==> config.mk <==
export PLATFORM = sky130hd
export DESIGN_NAME = gf32_mont_convert
export DESIGN_NICKNAME = d
export VERILOG_FILES = /design/src/rtl/gf32_mont_convert.sv
export SDC_FILE = /design/constraint.sdc
export NUM_CORES = 1
export LEC_CHECK = 0
export CELL_PAD_IN_SITES_DETAIL_PLACEMENT = 1
export CELL_PAD_IN_SITES_GLOBAL_PLACEMENT = 1
export CORE_MARGIN = 3
export CORE_UTILIZATION = 46
export CTS_CLUSTER_SIZE = 20
export DETAILED_ROUTE_END_ITERATION = 6
export DONT_BUFFER_PORTS = 1
export HOLD_SLACK_MARGIN = 0.06
export PLACE_DENSITY_LB_ADDON = 0.05
export REMOVE_ABC_BUFFERS = 1
export SLEW_MARGIN = 20
export SYNTH_ARGS = -nofsm -noshare
export SYNTH_HDL_FRONTEND = slang
export SYNTH_SLANG_ARGS = --single-unit
==> constraint.sdc <==
create_clock -name clk -period 1.72 [get_ports clk]
set_clock_uncertainty 0.05 [all_clocks]
set_input_delay 0.344 -clock clk [delete_from_list [all_inputs] [get_ports clk]]
set_output_delay 0.344 -clock clk [all_outputs]
set_load 0.01 [all_outputs]
==> src/rtl/gf32_mont_convert.sv <==
// gf32_mont_convert: bit-serial conversion into (x^M) and out of (x^-M) the Montgomery domain of GF(2^M)
module gf32_mont_convert #(
  parameter int         M    = 5,
  parameter logic [M:0] POLY = 6'b100101
) (
  input  logic         clk,
  input  logic         rst,
  input  logic         in_valid,
  output logic         in_ready,
  input  logic         in_mode,
  input  logic [M-1:0] in_data,
  output logic         out_valid,
  input  logic         out_ready,
  output logic [M-1:0] out_data
);
  localparam int CW = $clog2(M + 1);
  typedef enum logic [1:0] {IDLE, RUN, DONE} state_t;
  state_t        state_q;
  logic [CW-1:0] cnt_q;
  logic [M-1:0]  w_q, w_d, out_data_q;
  logic          mode_q, out_valid_q, in_ready_q;
  logic [M:0]    t0, t1;
  // mode 0 multiplies by x and reduces; mode 1 makes w divisible by x, then divides
  always_comb begin
    t0  = {w_q, 1'b0} ^ (w_q[M-1] ? POLY : '0);
    t1  = {1'b0, w_q} ^ (w_q[0] ? POLY : '0);
    w_d = mode_q ? t1[M:1] : t0[M-1:0];
  end
  always_ff @(posedge clk or posedge rst) begin
    if (rst) begin
      state_q     <= IDLE;
      cnt_q       <= '0;
      w_q         <= '0;
      mode_q      <= 1'b0;
      out_data_q  <= '0;
      out_valid_q <= 1'b0;
      in_ready_q  <= 1'b1;
    end else begin
      case (state_q)
        IDLE: if (in_valid && in_ready_q) begin
          w_q        <= in_data;
          mode_q     <= in_mode;
          cnt_q      <= '0;
          in_ready_q <= 1'b0;
          state_q    <= RUN;
        end
        RUN: begin
          w_q   <= w_d;
          cnt_q <= cnt_q + CW'(1);
          if (cnt_q == CW'(M - 1)) begin
            out_data_q  <= w_d;
            out_valid_q <= 1'b1;
            state_q     <= DONE;
          end
        end
        DONE: if (out_ready) begin
          out_valid_q <= 1'b0;
          in_ready_q  <= 1'b1;
          state_q     <= IDLE;
        end
        default: state_q <= IDLE;
      endcase
    end
  end
  assign in_ready  = in_ready_q;
  assign out_valid = out_valid_q;
  assign out_data  = out_data_q;
endmodule

-- After elaboration in Yosys (flattened, before gate mapping)
Cells that the tools add are included.
- register bits: 18
- input port bits: 10
- output and inout port bits: 7
- logic and storage cells: 44
- add/subtract/negate cells: 1
- equality and inequality tests: 6
- muxes and demuxes: 17
- bitwise logic cells: 2
- reductions and logical operators: 11
- operators by type and width (operator ; count):
    $mux W5 ; 2
    $pmux W5 S2 ; 1
    $reduce_and A3 Y1 ; 3
    $mux W2 ; 3
    $mux W3 ; 2
    $mux W6 ; 1
    $ne A2 B2 Y1 const B ; 3
    $pmux W2 S3 ; 1
    $pmux W3 S2 ; 1
    $reduce_and A2 Y1 ; 3
    $reduce_bool A2 Y1 ; 3
    $xor A5 B6 Y6 ; 1
    $xor A5 B5 Y5 ; 1
    $mux W1 ; 4
    $pmux W1 S2 ; 2
    $add A3 B1 Y3 const B ; 1
    $eq A3 B3 Y1 const B ; 1
    $eq A2 B1 Y1 const B ; 1
    $eq A2 B2 Y1 const B ; 1
    $logic_not A2 Y1 ; 1
    $logic_and A1 B1 Y1 ; 1

-- Depth between registers and ports, before layout
- word-level depth: 4
- mapped depth: 6
- mapped depth without buffers: 5

-- Worst setup path before layout
No wires, ideal clock.
- kind: register -> register
- from: register in_ready_q, in the netlist in_ready
- to: register w_q[2]
- library setup time: 126 ps
- arrival time: 1189 ps
- required time: 1544 ps
- slack: 355 ps
- stages on the path, launching flop included: 4
- buffers on the path: 0
- period minus slack after synthesis: 1365 ps
- cells stage by stage: dfstp_2 -> nor4bb_4 -> nor2_2 -> a221o_1
- cells in the longest elaborated chain, start to end: 3
- ends and longest elaborated chain (item ; line ; text):
    start, declared ; 21 ; logic mode_q, out_valid_q, in_ready_q;
    start signal, assigned ; 37 ; in_ready_q <= 1'b1;
    start signal, assigned ; 44 ; in_ready_q <= 1'b0;
    start signal, assigned ; 58 ; in_ready_q <= 1'b1;
    $logic_and A1 B1 Y1 ; 40 ; IDLE: if (in_valid && in_ready_q) begin
    $ne A2 B2 Y1 (no line) ; -- ;
    $reduce_and A2 Y1 (no line) ; -- ;
    end signal, assigned ; 41 ; w_q <= in_data;
    end signal, assigned ; 48 ; w_q <= w_d;
    end, declared ; 20 ; logic [M-1:0] w_q, w_d, out_data_q;
No other way between the ends.
A chain may end at the register's enable or synchronous reset.

-- Final worst setup path
- from: register in_ready_q, in the netlist in_ready
- to: register w_q[1]
Same word-level chain as after synthesis.

==> impl_metrics.csv <==
group,metric,value,unit
worst_setup_path,arrival,1560,ps
routing,antenna_left,0,
logic_synthesis,synth_top_area_share,49.1,%
logic_synthesis,async_reset_ff_share,100,%
place,place_area,893,um2
power_and_ir_drop,p_seq_share,52.1,%
power_and_ir_drop,power.internal,0.000963,W
power_and_ir_drop,leakage,0.436,nW
final_layout,layout.cells.non_filler,109,
logic_synthesis,yosys-top-cells-area,"dfrtp_1 49%, nand2_1 4.8%, a221o_1 4.6%",
power_and_ir_drop,total_power,0.00158,W
grt,grt_pass1_vias,645,
worst_setup_path,cpMaxStageDelayCell,"dfstp_2",
sta,slew_headroom,54.0,%
clock_network,insertion_delay,290,ps
routing,wirelength,1.77,mm
floorplan,io_pins,17,
power_and_ir_drop,switchingPower,0.000615,W
worst_setup_path,cp.required,1840,ps
logic_synthesis,synth_top_family_by_area,"simple AND/OR/NAND/NOR gates",
clock_network,clock-sinks,18,
logic_synthesis,synth-xor-area-share,3.03,%
grt,grt_max_degree,19,
power_and_ir_drop,clockPowerShare,13.8,%
place,dpl.cell_count,104,
logic_synthesis,syn_avg_cell_area,10.8,um2
worst_setup_path,worst-r2r-setup-slack,280,ps
clock_network,cts_max_path_buffers,2,
worst_setup_path,crit_type,"reg -> reg",
final_layout,n_antenna_cell,0,
grt,grt_first_pass_wirelength,3.01,mm
worst_setup_path,startpoint_type,"flip-flop",
clock_network,tritoncts,"yes",
power_and_ir_drop,power_frac_comb,34.1,%
worst_setup_path,rr_endpoint,"w_q[1]",
worst_setup_path,crit_family,"flip-flops",
grt,antenna_found_initial,0,
logic_synthesis,yosysWarnings,0,
sta,tightest_slew,690,ps
logic_synthesis,yosysTopAreaCell,"dfrtp_1",
power_and_ir_drop,peakVddDrop,0.715,mV
worst_hold_path,hp-start,"out_ready",
routing,vias_per_cell,5.54,
floorplan,start_util,49.7,%
worst_setup_path,cp_max_fo,11,
floorplan,die_w,49.4,um
power_and_ir_drop,power_density,1700,mW/mm2
logic_synthesis,synth_ff_type,"dfrtp_1",
worst_setup_path,cp_num_buf_inv,1,
logic_synthesis,synth-simple-area-share,17.3,%
logic_synthesis,synth.distinct_cells,28,
sta,rsz0062_at_grt,"false",
place,io_buffers,0,
floorplan,die_height,49.4,um
place,dpl.hpwl,1.35,mm
logic_synthesis,netlist_area,867,um2
routing,avgRoutedWirePerCell,16.3,um
clock_network,cts_inserted_buffers,3,
logic_synthesis,synth_edf_count,0,
floorplan,rows,15,
grt,gr-total-overflow,0,
worst_hold_path,holdPathStages,1,
sta,hold_viol,0,
worst_setup_path,rr_startpoint,"in_ready",
job,cap_viol_max_count,0,
worst_hold_path,whs_endpoint,"state_q[1]",
final_layout,synthToLayoutAreaGrowth,7.22,%
routing,vias,604,
logic_synthesis,synth-compound-area-share,15.0,%
final_layout,finalNetCount,97,
power_and_ir_drop,p_sw_share,39.0,%
final_layout,stdcell_area,930,um2
worst_setup_path,path_cells,"nor4bb_4 -> buf_4 -> nand3b_1 -> o211ai_1",
sta,drv_slew,0,
final_layout,drive_above_1_share,14.3,%
sta,fmax,694,MHz
logic_synthesis,synth.ff_latch_count,18,
grt,grt_usage,16.7,%
routing,drc,0,
sta,post-route-min-period,1440,ps
clock_network,clk_pin_slew_worst_paths,90,ps
routing,drt-initial-drc-count,6,
floorplan,dieArea,0.00244,mm2
logic_synthesis,seq_area_frac_synth,52.1,%
worst_setup_path,slowest_delay,590,ps
sta,finalCritPeriodShare,83.8,%
clock_network,cts_max_level,1,
place,place.gp.congestion,0.733,
routing,first_pass_iters,4,
worst_setup_path,worstSetupEndpointType,"flip-flop",
sta,setup_viol,0,
worst_hold_path,hp-class,"in -> reg",
logic_synthesis,synthCells,80,
floorplan,core-area,0.00175,mm2
clock_network,cts_resized,0,
logic_synthesis,muxShareOfSynthArea,4.76,%
worst_setup_path,reg2reg_depth,4,
clock_network,root_buffer,"clkbuf_4",
sta,setup_tns,0,ps
logic_synthesis,yosysMostFrequentCell,"dfrtp_1",
logic_synthesis,ys_top_cells_by_count,"17 x dfrtp_1, 11 x nand2_1, 8 x o21ai_0",
final_layout,fill_cells,193,
logic_synthesis,synth_fa_ha_area_share,2.89,%
run_status,outcome,"completed",
sta,fin_hold_ws,115,ps
clock_network,cts_setup_buffers,0,
## area by class of cell
class | instances | area [um2] | area share [%]
clock buffers | 4 | 26.3 | 2.83
inverters | 6 | 22.5 | 2.42
multi-input cells | 53 | 373 | 40.1
flip-flops and latches | 18 | 452 | 48.6
well taps | 25 | 31.3 | 3.36
repair buffers | 3 | 25.0 | 2.69
## how the worst max path moves through the flow
stage | depth (start not counted) | slack, ps | end | start
CTS | 5 | 270 | out_data[2] | cnt_q[0]
floorplan | 3 | 160 | w_q[2] | in_ready
global route | 5 | 180 | out_data[2] | cnt_q[1]
detailed placement | 5 | 290 | out_data[2] | cnt_q[0]
finish | 4 | 280 | w_q[1] | in_ready
global placement | 5 | 330 | out_data[2] | cnt_q[1]
## power by group through the flow
| stage | registers [W] | clock network (W) | logic, W |
|---|---|---|---|
| after floorplan | 0.000781 | 0 | 0.000431 |
| after global placement | 0.000830 | 0 | 0.000513 |
| after detailed placement | 0.000838 | 0 | 0.000543 |
| after CTS | 0.000828 | 0.000227 | 0.000548 |
| after global routing | 0.000853 | 0.000241 | 0.000618 |
| final | 0.000823 | 0.000218 | 0.000538 |
## state kept, by name (all words and copies together) (netlist names)
| register | flops |
|---|---|
| out_data | 5 |
| w_q | 5 |
| state_q | 2 |
| cnt_q | 3 |
| mode_q | 1 |
| out_valid | 1 |
| in_ready | 1 |
## logic make-up after synthesis
group / after synthesis
and+or+nand+nor: 25
AOI/OAI and AO/OA: 19
DFF: 18
buffers and inverters: 9
muxes: 4
xor gates and xnor gates: 3
adders and majority gates: 2
## layer usage
| metal | share of wire [%] | vias up | track usage [%] |
|---|---|---|---|
| met3 | 3.7 | 5 | 3.36 |
| met1 | 42 | 303 | 21.2 |
| met5 | 0 | - | 0 |
| li1 | - | 282 | - |
| met4 | 2.3 | 0 | 8.29 |
| met2 | 52 | 14 | 27.0 |
## per-stage QoR
stage	utilization, %	setup WS [ps]
final	53.3	279
after global routing	53.3	181
after CTS	53.3	271
after detailed placement	51.2	287
after global placement	51.2	327
after floorplan	-	157
## what timing repair did
action	4_1_cts	5_1_grt
hold endpoints to repair	17	0
endpoints found under the setup margin	0	0
hold buffers	1	0
## placed cells by master (no fill, tap or decap), types with 2 or more instances in the layout
cell and count:
a211oi_1 2, a21o_1 2, a221o_1 4, and2b_2 2, buf_4 2, clkbuf_4 3, dfrtp_1 17, ha_1 2
inv_1 6, mux2i_1 3, nand2_1 11, nand3b_1 2, nor2_1 4, o21ai_0 8, xor2_1 2
## worst register-to-register path: cells and delay by family (launching register included)
| kind | cells | cell delay [ps] |
|---|---|---|
| AOI/OAI and AO/OA | 1 | 80 |
| buffers and inverters | 1 | 230 |
| DFF | 1 | 590 |
| and+or+nand+nor | 2 | 380 |
No activity file was read; power rests on OpenSTA's default activity.
